$ cat config.mk
export PLATFORM = sky130hd
export DESIGN_NAME = load_store_unit
export DESIGN_NICKNAME = d
export VERILOG_FILES = /design/src/rtl/load_store_unit.sv
export SDC_FILE = /design/constraint.sdc
export NUM_CORES = 1
export LEC_CHECK = 0
export ABC_AREA = 0
export ABC_CLOCK_PERIOD_IN_PS = 2200
export CORE_ASPECT_RATIO = 1.2
export CORE_MARGIN = 2
export CORE_UTILIZATION = 43
export DETAILED_ROUTE_END_ITERATION = 8
export HOLD_SLACK_MARGIN = 0.1
export PLACE_DENSITY = 0.87
export RECOVER_POWER = 100
export SLEW_MARGIN = 20
export SYNTH_ARGS = -nofsm -noshare
export SYNTH_HDL_FRONTEND = slang
export SYNTH_SLANG_ARGS = --single-unit
$ cat constraint.sdc
create_clock -name clk -period 2.2 [get_ports clk]
set_input_delay 0.44 -clock clk [delete_from_list [all_inputs] [get_ports clk]]
set_output_delay 0.44 -clock clk [all_outputs]
set_load 0.1 [all_outputs]
$ cat src/rtl/load_store_unit.sv
`default_nettype none
// ============================================================================
// Module   : load_store_unit
// Brief    : Data-memory initiator. Takes one load/store per handshake and
//            drives a word-addressed memory. Byte/half stores use
//            read-modify-write because the memory has no byte enables.
//            Load results are sign- or zero-extended.
// Revision : 1.0 - initial release
// ============================================================================
module load_store_unit #(
  parameter int DEPTH       = 32,
  parameter int MEM_LATENCY = 1
) (
  input  logic        clk,
  input  logic        rst_n,
  input  logic        req_valid,
  output logic        req_ready,
  input  logic        req_write,
  input  logic [1:0]  req_size,
  input  logic        req_unsigned,
  input  logic [31:0] req_addr,
  input  logic [31:0] req_wdata,
  output logic        resp_valid,
  output logic [31:0] resp_rdata,
  output logic        resp_err,
  output logic [31:0] mem_address,
  output logic [31:0] mem_write_data,
  output logic        mem_read,
  output logic        mem_write,
  input  logic [31:0] mem_read_data
);

  typedef enum logic [1:0] {
    IDLE = 2'd0,
    RD   = 2'd1,
    WR   = 2'd2,
    RESP = 2'd3
  } state_t;

  localparam logic [29:0] C_DEPTH_IDX = 30'(DEPTH);
  localparam logic [1:0]  C_LAT_LAST  = 2'(MEM_LATENCY - 1);

  state_t      state_q, state_d;
  logic [1:0]  cnt_q, cnt_d;
  logic        write_q, write_d;
  logic [1:0]  size_q, size_d;
  logic        unsigned_q, unsigned_d;
  logic [31:0] addr_q, addr_d;
  logic [31:0] wdata_q, wdata_d;

  logic        req_ready_q, req_ready_d;
  logic        resp_valid_q, resp_valid_d;
  logic [31:0] resp_rdata_q, resp_rdata_d;
  logic        resp_err_q, resp_err_d;
  logic [31:0] mem_address_q, mem_address_d;
  logic [31:0] mem_write_data_q, mem_write_data_d;
  logic        mem_read_q, mem_read_d;
  logic        mem_write_q, mem_write_d;

  logic        req_err;
  logic [29:0] word_idx;
  logic [4:0]  shamt;
  logic [31:0] shifted;
  logic [31:0] load_result;
  logic [31:0] lane_mask;
  logic [31:0] merged_word;

  assign req_ready      = req_ready_q;
  assign resp_valid     = resp_valid_q;
  assign resp_rdata     = resp_rdata_q;
  assign resp_err       = resp_err_q;
  assign mem_address    = mem_address_q;
  assign mem_write_data = mem_write_data_q;
  assign mem_read       = mem_read_q;
  assign mem_write      = mem_write_q;

  // Request validation, lane extraction for loads and lane merge for stores.
  always_comb begin
    req_err = (req_size == 2'b11) ||
              (req_size == 2'b01 && req_addr[0]) ||
              (req_size == 2'b10 && req_addr[1:0] != 2'b00) ||
              (req_addr[31:2] >= C_DEPTH_IDX);
    // The address is taken straight from the port on the accept edge.
    word_idx = (state_q == IDLE) ? req_addr[31:2] : addr_q[31:2];
    // A legal half has addr[0]=0, so 8*addr[1:0] equals 16*addr[1].
    shamt    = {addr_q[1:0], 3'b000};
    shifted  = mem_read_data >> shamt;
    case (size_q)
      2'b00:   load_result = unsigned_q ? {24'd0, shifted[7:0]}
                                        : {{24{shifted[7]}}, shifted[7:0]};
      2'b01:   load_result = unsigned_q ? {16'd0, shifted[15:0]}
                                        : {{16{shifted[15]}}, shifted[15:0]};
      default: load_result = mem_read_data;
    endcase
    lane_mask   = (size_q == 2'b00) ? (32'h0000_00FF << shamt)
                                    : (32'h0000_FFFF << shamt);
    merged_word = (mem_read_data & ~lane_mask) | ((wdata_q << shamt) & lane_mask);
  end

  // Next-state logic; every output is derived from the state being entered.
  always_comb begin
    state_d          = state_q;
    cnt_d            = cnt_q;
    write_d          = write_q;
    size_d           = size_q;
    unsigned_d       = unsigned_q;
    addr_d           = addr_q;
    wdata_d          = wdata_q;
    resp_rdata_d     = 32'd0;
    resp_err_d       = 1'b0;
    mem_write_data_d = mem_write_data_q;
    case (state_q)
      IDLE: begin
        if (req_valid && req_ready_q) begin
          write_d    = req_write;
          size_d     = req_size;
          unsigned_d = req_unsigned;
          addr_d     = req_addr;
          wdata_d    = req_wdata;
          cnt_d      = 2'd0;
          if (req_err) begin
            state_d    = RESP;
            resp_err_d = 1'b1;
          end else if (req_write && req_size == 2'b10) begin
            state_d          = WR;
            mem_write_data_d = req_wdata;
          end else begin
            state_d = RD;
          end
        end
      end
      RD: begin
        if (cnt_q == C_LAT_LAST) begin
          if (write_q) begin
            state_d          = WR;
            mem_write_data_d = merged_word;
          end else begin
            state_d      = RESP;
            resp_rdata_d = load_result;
          end
        end else begin
          cnt_d = cnt_q + 2'd1;
        end
      end
      WR:      state_d = RESP;
      default: state_d = IDLE;
    endcase
    req_ready_d   = (state_d == IDLE);
    resp_valid_d  = (state_d == RESP);
    mem_read_d    = (state_d == RD);
    mem_write_d   = (state_d == WR);
    mem_address_d = (mem_read_d || mem_write_d) ? {2'b00, word_idx} : 32'd0;
    if (!mem_write_d) begin
      mem_write_data_d = 32'd0;
    end
  end

  // State, latched request and registered outputs; reset aborts any access.
  always_ff @(posedge clk or negedge rst_n) begin
    if (!rst_n) begin
      state_q          <= IDLE;
      cnt_q            <= 2'd0;
      write_q          <= 1'b0;
      size_q           <= 2'b00;
      unsigned_q       <= 1'b0;
      addr_q           <= 32'd0;
      wdata_q          <= 32'd0;
      req_ready_q      <= 1'b0;
      resp_valid_q     <= 1'b0;
      resp_rdata_q     <= 32'd0;
      resp_err_q       <= 1'b0;
      mem_address_q    <= 32'd0;
      mem_write_data_q <= 32'd0;
      mem_read_q       <= 1'b0;
      mem_write_q      <= 1'b0;
    end else begin
      state_q          <= state_d;
      cnt_q            <= cnt_d;
      write_q          <= write_d;
      size_q           <= size_d;
      unsigned_q       <= unsigned_d;
      addr_q           <= addr_d;
      wdata_q          <= wdata_d;
      req_ready_q      <= req_ready_d;
      resp_valid_q     <= resp_valid_d;
      resp_rdata_q     <= resp_rdata_d;
      resp_err_q       <= resp_err_d;
      mem_address_q    <= mem_address_d;
      mem_write_data_q <= mem_write_data_d;
      mem_read_q       <= mem_read_d;
      mem_write_q      <= mem_write_d;
    end
  end

endmodule
`default_nettype wire
==> metrics.md <==
| Metric | Value |
|---|---|
| Placed cell area | approximately 9600 um^2 |
| Initial antenna violation count | 0 |
| Hpwl dp | 15800 um |
| Asr flop ratio synth | 1.00 |
| Worst-path cell chain | dlygate4sd2_1, nor3_2, buf_4, nand3_4, nor4_4, o31a_1, ha_4, o21ai_4, a41oi_4, buf_12, buf_16, a22o_1 |
| Comb pwr share | 0.574 |
| Clock power share | 0.168 |
| Post-synthesis sequential area ratio | 0.532 |
| Fmax | 0.439 GHz |
| Worst reg2reg setup slack | around 10 ps |
| Reg2reg end | mem_write_data[5]$_DFFE_PN0P_ |
| Maximum VDD drop | 0.00141 V |
| Layout area overhead | 40.6% |
| GRT Overall Usage | 0.262 |
| Slew HR | 0.124 |
| PD cells | approximately 1700 nW/um^2 |
| Synthesized area | 7290 um^2 |
| Num CTS Buffers | 17 |
| Sequential share of power | 0.258 |
| Fill cells | 1354 |
| Final Max Tran Viols | 0 |
| Final worst path period share | 1.04 |
| Antenna Nets Post-Route | 0 |
| Vias per cell | 5.58 |
| Share of cells above drive strength 1 | 0.345 |
| Chip Width | 123 um |
| Clock Path Buffers | 2 |
| Iteration count of the initial detailed-routing pass | 9 |
| Initial Util | 0.436 |
| Root Buffer | clkbuf_16 |
| Final Hold Viols | 0 |
| # placed instances | 1108 |
| Worst-path clk slew | 60 ps |
| CP Launch Point | req_addr[26] |
| CP max FO | 8 |
| Final setup violation count | 32 |
| CP max-delay cell | nor4_4 |
| Chip Height | around 150 um |
| Placement Rows | 52 |
| H-tree levels | 4 |
| Reg2reg start | cnt_q[1]$_DFFE_PN0P_ |
| Worst-case reg-to-reg path depth | 11 |
| Max incr delay on CP | between 300 and 400 ps |
| Final wirelength | 23300 um |
| Core Area | 16700 um^2 |
| Worst hold path type | in -> reg |
| CP Data Arrival Time | 2630 ps |
| CTS tree | yes |
| Net count, final | between 1000 and 1500 |
| Hold Slack | 310 ps |
| Final cell count without fillers | 1156 |
| Final WS setup | -78.6 ps |
| Endpoint class of the critical path | flop |
| CP Data Required Time | 2560 ps |
| Nature of the critical path startpoint | input port |
| Crit path max-delay family | buffers and inverters |
| Critical path buffers and inverters | 4 |
| RSZ-0062 raised after global routing | yes |
| Tightest Pin Transition | 1310 ps |
| Hold Path Stages | 3 |
| Total clock sinks | approximately 160 |
| Hold EP | mem_address[21]$_DFF_PN0_ |
| Clk_skew | 12.1 ps |
| Die area | 18000 um^2 |
| Sw Ratio | 0.495 |
| IO Count | around 200 |
| First-pass GRT wire length | 35700 um |
| Vias | 6449 |
| Syn avg cell area | 10.7 um^2 |
| Pint | 8.56 mW |
| Netlist cell types | between 50 and 60 |
| Worst slack, placed | -771 ps |
| Remaining global-route overflow | 0 |
| Post-synth EDFFs | 0 |
| Total power | 17.0 mW |
| Synth warn | 0 |
| WL/cell | 20.1 um |
| Initial drt markers | around 600 |
| Largest net degree at the start of global routing | between 50 and 60 |
| CP Class | in -> reg |
| Vias in the first global route | between 6000 and 7000 |
| Status | finished, violations left |
| Number of diodes | 0 |
| Min Tclk post-route | 2280 ps |
| Worst skew pair latency | 430 ps |
| I/O Buffers | 201 |
| Seq cells post-synth | 155 |
| Cell area after layout | 10200 um^2 |
| Worst Min Path Start | req_addr[23] |
| Top FF cell, synth | dfrtp_1 |
| Drt drc | 0 |
| Failing checks | setup timing |
| Max-Cap Viols | 0 |
| Placer Congestion | a little under 1 |
| Syn Inst Count | 680 |
| Static Leakage | 4.96 nW |
| Net load switching power | 8.41 mW |
[flip-flops by register name (all words and copies together) (netlist names)]
register	flops
unsigned_q	1
mem_read	1
mem_write	1
size_q	2
write_q	1
mem_address	30
wdata_q	16
resp_rdata	32
addr_q	32
req_ready	1
cnt_q	2
resp_err	1
state_q	2
resp_valid	1
mem_write_data	32
[placed cells by master (no fill, tap or decap), types with 10 or more instances in the layout]
master           instances
a21boi_1                21
nand2_1                116
nor2_1                  25
a22o_1                  30
o31ai_1                 10
dfrtp_1                154
clkbuf_16               17
a21oi_2                 11
a21oi_1                 32
inv_1                   23
clkdlybuf4s50_1         71
o21ai_0                 42
mux2_2                  56
mux2i_1                 18
clkbuf_2               108
buf_4                   56
[synthesized netlist by cell type (2+ instances only)]
library cell,count,area share
nor4_1,2,0.0017
nand2_1,115,0.059
o31a_1,2,0.0024
o21ai_0,43,0.030
buf_1,7,0.0036
nand3_1,2,0.0014
a222oi_1,6,0.0082
o2bb2ai_1,2,0.0024
dfrtp_1,155,0.53
a22o_1,30,0.036
a21oi_1,34,0.023
mux2_1,4,0.0062
o22ai_1,8,0.0069
o21ai_1,3,0.0021
nor2_1,30,0.015
nand2b_1,3,0.0026
buf_6,4,0.0062
mux2i_1,18,0.025
a21boi_0,30,0.031
nor3_1,5,0.0034
a21oi_2,10,0.012
clkbuf_1,19,0.0098
buf_2,14,0.0096
o31ai_1,10,0.010
mux2_2,56,0.087
buf_4,4,0.0041
nor4_2,2,0.0034
ha_1,5,0.0086
inv_1,23,0.012
o211ai_1,9,0.0093
[cells by family (layout without fill, tap and decap cells)]
family	count (synthesis)	in the layout	share of synthesized area
AND/OR/NAND/NOR	172	172	0.104
adder cells (fa/ha/maj)	5	5	0.00859
flip-flops	155	155	0.532
AO/OA/AOI/OAI	197	198	0.188
buffers and inverters	71	329	0.0452
other	1	2	0.000515
multiplexers	79	79	0.121
[power by group through the flow]
stage | sequential [mW] | combinational, mW | clock, mW
2_1_floorplan | 7.33 | 3.54 | 0
4_1_cts | 4.37 | 9.88 | 2.89
6_report | 4.39 | 9.74 | 2.85
3_5_place_dp | 4.41 | 8.84 | 0
3_3_place_gp | 4.38 | 8.68 | 0
5_1_grt | 4.47 | 10.2 | 3.02
[metal layers]
| metal | global-route usage | part of all wire | vias to the layer above |
|---|---|---|---|
| li1 | - | - | 2895 |
| met1 | 0.309 | 0.36 | 3120 |
| met2 | 0.440 | 0.51 | 376 |
| met3 | 0.0781 | 0.099 | 58 |
| met4 | 0.113 | 0.038 | 0 |
| met5 | 0 | 0 | - |
[worst register-to-register path: cells and delay by family (launching register included)]
family,cells,cell delay (ps)
AO/OA/AOI/OAI,5,870
buffers and inverters,4,490
flip-flops,1,400
adder cells (fa/ha/maj),2,370
[final cells by class]
type                            instances  area (um^2)  area share
Sequential cell                       155         3880       0.379
Clock buffer                           18          439      0.0429
Inverter                               23         86.3     0.00843
Timing Repair Buffer                  274         2130       0.208
Clock inverter                         14          134      0.0131
Multi-Input combinational cell        456         3300       0.322
Tap cell                              216          270      0.0264
[how the worst max path moves through the flow]
stage | end | slack, ps | cells after the start
2_1_floorplan | mem_write_data[10]$_DFFE_PN0P_ | -60 | 9
3_3_place_gp | mem_write_data[26]$_DFFE_PN0P_ | -660 | 11
3_5_place_dp | mem_write_data[2]$_DFFE_PN0P_ | -770 | 11
4_1_cts | mem_write_data[16]$_DFFE_PN0P_ | 1 | 13
5_1_grt | mem_write_data[5]$_DFFE_PN0P_ | -150 | 11
6_report | mem_write_data[5]$_DFFE_PN0P_ | -80 | 12
[per-stage QoR]
stage	setup TNS [ps]	utilization
detailed placement	-42650	0.576
finish	-1440	0.613
global route	-4410	0.613
floorplan	-1610	-
CTS	0	0.628
global placement	-37220	0.576
[timing repair]
item	in CTS	in global routing
cloned	5	0
pin swaps	19	41
setup buffers	8	2
hold endpoints to repair	49	0
setup endpoints to repair	62	62
hold buffers	1	0
gates resized for setup	100	33
No activity file was read; power rests on OpenSTA's default activity.
